<file path="src/rtl/icache_types_pkg.sv">
// Shared types for the direct-mapped instruction cache.
// Default geometry: 16 frames of one 32-bit word each.
package icache_types_pkg;

    localparam int ICACHE_NFRAMES = 16;
    localparam int ICACHE_WORD_W  = 32;
    localparam int ICACHE_IDX_W   = $clog2(ICACHE_NFRAMES);
    localparam int ICACHE_TAG_W   = ICACHE_WORD_W - ICACHE_IDX_W - 2;

    // Address overlay for the default geometry: {tag, idx, byte offset}
    typedef struct packed {
        logic [ICACHE_TAG_W-1:0] tag;
        logic [ICACHE_IDX_W-1:0] idx;
        logic [1:0]              bytoff;
    } icachef_t;

    // One cache frame for the default geometry
    typedef struct packed {
        logic                     valid;
        logic [ICACHE_TAG_W-1:0]  tag;
        logic [ICACHE_WORD_W-1:0] data;
    } icframe_t;

    // Controller state: serving hits, or waiting on a memory fill
    typedef enum logic [0:0] {
        IDLE  = 1'b0,
        FETCH = 1'b1
    } icstate_t;

endpackage

</file>
<file path="src/rtl/icache.sv">
// Direct-mapped, one-word-per-frame instruction cache between the IF stage
// and the memory arbiter. Hits are answered combinationally in IDLE; a miss
// latches the word-aligned address and holds a read request until memory
// returns data, then installs the frame and returns to IDLE.
// Optional hit/miss counters are built when ICACHE_STATS_EN is defined.
module icache
    import icache_types_pkg::*;
#(
    parameter int NFRAMES = ICACHE_NFRAMES,
    parameter int WORD_W  = ICACHE_WORD_W
) (
    input  logic              CLK,
    input  logic              RST,
    input  logic              imemREN,
    input  logic [WORD_W-1:0] imemaddr,
    output logic              ihit,
    output logic [WORD_W-1:0] imemload,
    output logic              iREN,
    output logic [WORD_W-1:0] iaddr,
    input  logic              iwait,
    input  logic [WORD_W-1:0] iload
`ifdef ICACHE_STATS_EN
    ,
    output logic [31:0]       hit_count,
    output logic [31:0]       miss_count
`endif
);

    localparam int IDX_W = $clog2(NFRAMES);
    localparam int TAG_W = WORD_W - IDX_W - 2;

    // Same layouts as the package types, sized by this instance's parameters
    typedef struct packed {
        logic [TAG_W-1:0] tag;
        logic [IDX_W-1:0] idx;
        logic [1:0]       bytoff;
    } addr_fields_t;

    typedef struct packed {
        logic              valid;
        logic [TAG_W-1:0]  tag;
        logic [WORD_W-1:0] data;
    } frame_t;

    icstate_t          state_q, state_d;
    logic [WORD_W-1:0] miss_addr_q, miss_addr_d;
    frame_t            frames_q [NFRAMES];

    addr_fields_t      req_s;
    addr_fields_t      miss_s;
    frame_t            cur_frame_s;
    logic              hit_s;
    logic              fill_en_s;
    logic              unused_bytoff_s;

    assign req_s  = addr_fields_t'(imemaddr);
    assign miss_s = addr_fields_t'(miss_addr_q);
    // Byte offsets never select anything in a one-word frame
    assign unused_bytoff_s = ^{req_s.bytoff, miss_s.bytoff};

    // Hit detection and fetch-port outputs; a hit is only served from IDLE
    always_comb begin
        cur_frame_s = frames_q[req_s.idx];
        hit_s       = 1'b0;
        if (imemREN && (state_q == IDLE) && cur_frame_s.valid &&
            (cur_frame_s.tag == req_s.tag)) begin
            hit_s = 1'b1;
        end else begin
            hit_s = 1'b0;
        end
        ihit     = hit_s;
        imemload = hit_s ? cur_frame_s.data : '0;
    end

    // Next-state, miss address capture and memory request outputs
    always_comb begin
        state_d     = state_q;
        miss_addr_d = miss_addr_q;
        fill_en_s   = 1'b0;
        iREN        = 1'b0;
        iaddr       = '0;
        case (state_q)
            IDLE: begin
                if (imemREN && !hit_s) begin
                    miss_addr_d = {imemaddr[WORD_W-1:2], 2'b00};
                    state_d     = FETCH;
                end else begin
                    state_d     = IDLE;
                end
            end
            FETCH: begin
                // Fill always finishes for the latched address
                iREN  = 1'b1;
                iaddr = miss_addr_q;
                if (!iwait) begin
                    fill_en_s = 1'b1;
                    state_d   = IDLE;
                end else begin
                    state_d   = FETCH;
                end
            end
            default: begin
                state_d = IDLE;
            end
        endcase
    end

    // FSM state, miss address and frame array; only valid bits are reset
    always_ff @(posedge CLK or posedge RST) begin
        if (RST) begin
            state_q     <= IDLE;
            miss_addr_q <= '0;
            for (int i = 0; i < NFRAMES; i++) begin
                frames_q[i].valid <= 1'b0;
            end
        end else begin
            state_q     <= state_d;
            miss_addr_q <= miss_addr_d;
            if (fill_en_s) begin
                frames_q[miss_s.idx] <= {1'b1, miss_s.tag, iload};
            end
        end
    end

`ifdef ICACHE_STATS_EN
    logic [31:0] hit_count_q, hit_count_d;
    logic [31:0] miss_count_q, miss_count_d;

    // Saturating hit/miss event counters
    always_comb begin
        hit_count_d  = hit_count_q;
        miss_count_d = miss_count_q;
        if (hit_s && (hit_count_q != 32'hFFFF_FFFF)) begin
            hit_count_d = hit_count_q + 32'd1;
        end else begin
            hit_count_d = hit_count_q;
        end
        if ((state_q == IDLE) && (state_d == FETCH) &&
            (miss_count_q != 32'hFFFF_FFFF)) begin
            miss_count_d = miss_count_q + 32'd1;
        end else begin
            miss_count_d = miss_count_q;
        end
    end

    // Counter registers
    always_ff @(posedge CLK or posedge RST) begin
        if (RST) begin
            hit_count_q  <= 32'd0;
            miss_count_q <= 32'd0;
        end else begin
            hit_count_q  <= hit_count_d;
            miss_count_q <= miss_count_d;
        end
    end

    assign hit_count  = hit_count_q;
    assign miss_count = miss_count_q;
`endif

endmodule
</file>
<file path="config.mk">
export PLATFORM = sky130hd
export DESIGN_NAME = icache
export DESIGN_NICKNAME = d
export VERILOG_FILES = /design/src/rtl/icache_types_pkg.sv /design/src/rtl/icache.sv
export SDC_FILE = /design/constraint.sdc
export NUM_CORES = 1
export LEC_CHECK = 0
export ABC_AREA = 0
export CORE_ASPECT_RATIO = 1.2
export CORE_MARGIN = 2
export CORE_UTILIZATION = 55
export CTS_CLUSTER_SIZE = 20
export DETAILED_ROUTE_END_ITERATION = 8
export PLACE_DENSITY = 0.76
export SLEW_MARGIN = 20
export SYNTH_ARGS = -nofsm -noshare
export SYNTH_HDL_FRONTEND = slang
export SYNTH_SLANG_ARGS = --single-unit
</file>
<file path="constraint.sdc">
create_clock -name CLK -period 6.65 [get_ports CLK]
set_input_delay 1.995 -clock CLK [delete_from_list [all_inputs] [get_ports CLK]]
set_output_delay 1.995 -clock CLK [all_outputs]
set_load 0.01 [all_outputs]
</file>
==> results.ini <==
[die]
placementRows=106
core_area_mm2=0.06989
start_util_pct=55.69
ios=134
die_x_um=246.9
fp.dieH_um=295.4
die-area_mm2=0.07292

[logic_synthesis]
yosysSeqAreaShare_pct=74.61
synth_flop_cell=edfxtp_1
ys_types=68
synthTopCellsByArea=edfxtp_1 (72%), mux4_2 (15%), dfrtp_1 (3.0%)
ys_seq_elements=975
synth_compound_gate_area_share_pct=2.240
synthMuxAreaShare_pct=16.51
syn_area_mm2=0.03892
synth_top_family_by_area=multiplexers
synth_adder_area_share_pct=0
avgSynthCellArea_um2=20.87
synth-simple-area-share_pct=3.767
synth_xor_area_share_pct=0.7843
syn_inst=1865
yosysTopAreaCell=edfxtp_1
synth_top_area_share_pct=71.59
synth-async-reset-ratio_pct=4.821
yosysWarnings=0
synth_edf_count=928

[critical_path]
slowest_delay_ns=0.60
critPathBufInv=8
critPathMaxFanout=11
cp_data_required_time_ns=4.66
slowest_stage=o311ai_0
endpoint_kind=output port
cp_common_cell=buf_12
path_depth=15
reg2reg_to=frames_q[782]
crit_arrival_ns=4.94
rrSetupSlack_ns=2.78
worstSetupStartpointType=primary input
cp_top_family=buffers and inverters
ff2ff_path_depth=4
path_class=in -> out
path_cells=buf_12, buf_12, buf_4, buf_6, buf_6, mux2_2, o21ai_0, o311ai_0, nand3_1, nor4_4, nand4_4, buf_12, buf_12, nor2b_1, buf_2
reg2reg_from=state_q

[min_path]
hp-class=reg -> reg
whs_path_depth=1
worstHoldEndpoint=frames_q[707]
hold_start=frames_q[707]

[clocking]
clk_pin_slew_ns=0.06
htreeDepth=3
cts_inserted_buffers=90
clock_path_buffers=3
clkLatencyLatePin_ns=0.65
cts_tree=built
cts_hold_buffers=0
clock-sinks=975
clockRootBuffer=clkbuf_16

[timing]
min_period_ns=6.940
fmax_ghz=0.1441
slew_headroom_pct=30.91
whs_ns=0.4571
hold_viol=0
setup_slack_ns=-0.2898
skew_ns=0.02761
min_period_over_period_pct=104.4
rsz0062_at_grt=true
worstMarginPinSlew_ns=1.034
slew_viol_final=0
finalSetupViolCount=33

[grt]
grt_pass1_wl_um=139200
grt_max_degree=84
grt_pass1_vias=20880
grtUsageTotal_pct=26.62
grt-ovfl-total=0
grt_antenna_before_repair=1

[pwr]
p_int_mw=10.40
worst_ir_drop_vdd_mv=0.2862
p_seq_share_pct=54.2
p_sw_share_pct=22.28
p_leak_nw=15.15
powerDensity_mw_per_mm2=291.6
clkPwrFrac_pct=37.8
p_sw_mw=2.981
combPwrFrac_pct=8.0

[drt]
ant_nets=0
drt_iter0_markers=2599
viasPerCell=6.477
top_layer=met5
wl_met3_um=8651
wirelength_um=95170
routedLengthMet1_um=35170
routed-wl-met2_um=48670
dr.pass1.iters=6
post-route-drc-count=0
wl_per_cell_um=30.19
vias=20410

[finish]
final_nets=2234
final_area_mm2=0.04589
drive_gt1_share_pct=32.01
area_growth_pct=17.90
antenna_cells=0
fin_util_pct=65.66

[place]
dpl.hpwl_um=48810
portBuffers=129
gp_congestion=0.8755
place_area_mm2=0.04228

[outcome]
status=finished with violations
violations=setup timing

[job]
maxCapViolations=0

## layout by cell type (no fill, tap or decap), types with 15 or more instances in the layout
| cell | instances |
|---|---|
| clkbuf_16 | 91 |
| nor4_1 | 33 |
| nor2b_1 | 22 |
| mux2i_1 | 44 |
| o21ai_2 | 23 |
| clkbuf_1 | 19 |
| nor2_4 | 16 |
| and2_1 | 31 |
| clkinv_2 | 16 |
| nor2_1 | 47 |
| a31oi_1 | 31 |
| xnor2_1 | 15 |
| buf_6 | 24 |
| buf_4 | 145 |
| buf_12 | 28 |
| inv_1 | 33 |
| dfrtp_1 | 47 |
| buf_2 | 20 |
| edfxtp_1 | 928 |
| clkdlybuf4s50_1 | 92 |
| nand2_1 | 47 |
| mux4_2 | 254 |
| clkinv_1 | 18 |
## routing by layer
layer  GRT usage, %  vias up
met3          4.248      172
met4          8.728        2
met1          36.21    10720
met2          44.62     1230
met5              0        -
li1               -     8293
## cells in the mapped netlist, drive strengths merged, types with 20 or more instances
cell type / n
nand2: 47
xnor2: 20
nor2: 64
mux4: 257
nor4: 35
o21ai: 31
clkbuf: 25
inv: 34
nor2b: 41
mux2i: 52
edfxtp: 928
dfrtp: 47
and2: 31
buf: 86
a31oi: 31
## layout make-up
cell class | count | area (um^2)
inverter | 36 | 136.4
multi-input combinational | 744 | 9512
clock inverter | 50 | 521.8
timing repair buffer | 319 | 3183
tap | 918 | 1149
sequential | 975 | 29040
clock buffer | 110 | 2349
fill | 4312 | 24000
## how the worst max path moves through the flow
stage | slack (ns) | to | start
after detailed placement | -0.84 | imemload[16] | imemaddr[2]
after global routing | -0.33 | imemload[28] | imemaddr[2]
final | -0.29 | imemload[28] | imemaddr[4]
after global placement | -0.79 | imemload[16] | imemaddr[2]
after floorplan | -0.03 | imemload[10] | imemaddr[2]
after CTS | -0.24 | imemload[28] | imemaddr[2]
## worst reg2reg max path, stage by stage (launching register included)
cell	delay (ns)
dfrtp_1	0.88
nor4b_1	0.86
nand2_1	0.50
nor2_4	0.92
buf_4	0.39
## flip-flops by register name, indices dropped and copies added, names as in the netlist
| signal | flops |
|---|---|
| frames_q | 944 |
| miss_addr_q | 30 |
| state_q | 1 |
## repair_timing
item / 4_1_cts / 5_1_grt
cloned: 5 / 0
pin swaps: 7 / 14
setup buffers: 12 / 27
hold endpoints to repair: 0 / 0
setup endpoints to repair: 33 / 33
gates resized for setup: 187 / 42
## logic make-up after synthesis
group | Yosys count
flops | 975
mux | 318
simple gates | 272
buf+inv | 147
compound gates | 118
xor+xnor | 34
other cells | 1
## stage by stage
step                power, mW  std cells  worst slack, ns  setup TNS (ns)
floorplan               7.878       1866         -0.02753         -0.7969
global placement        8.303       2952          -0.7856          -21.81
detailed placement      8.364       2952          -0.8426          -23.88
CTS                     13.40       3126          -0.2409          -6.858
global route            13.78       3152          -0.3253          -9.215
finish                  13.38       3152          -0.2898          -8.197
## power by group through the flow
stage | Clock [mW] | Sequential, mW | Combinational (mW)
final | 5.06 | 7.25 | 1.07
after global routing | 5.36 | 7.28 | 1.14
after CTS | 5.12 | 7.25 | 1.04
after detailed placement | 0 | 7.37 | 0.991
after global placement | 0 | 7.34 | 0.961
after floorplan | 0 | 7.26 | 0.623
Note: power is estimated with default switching activity, not from simulation.
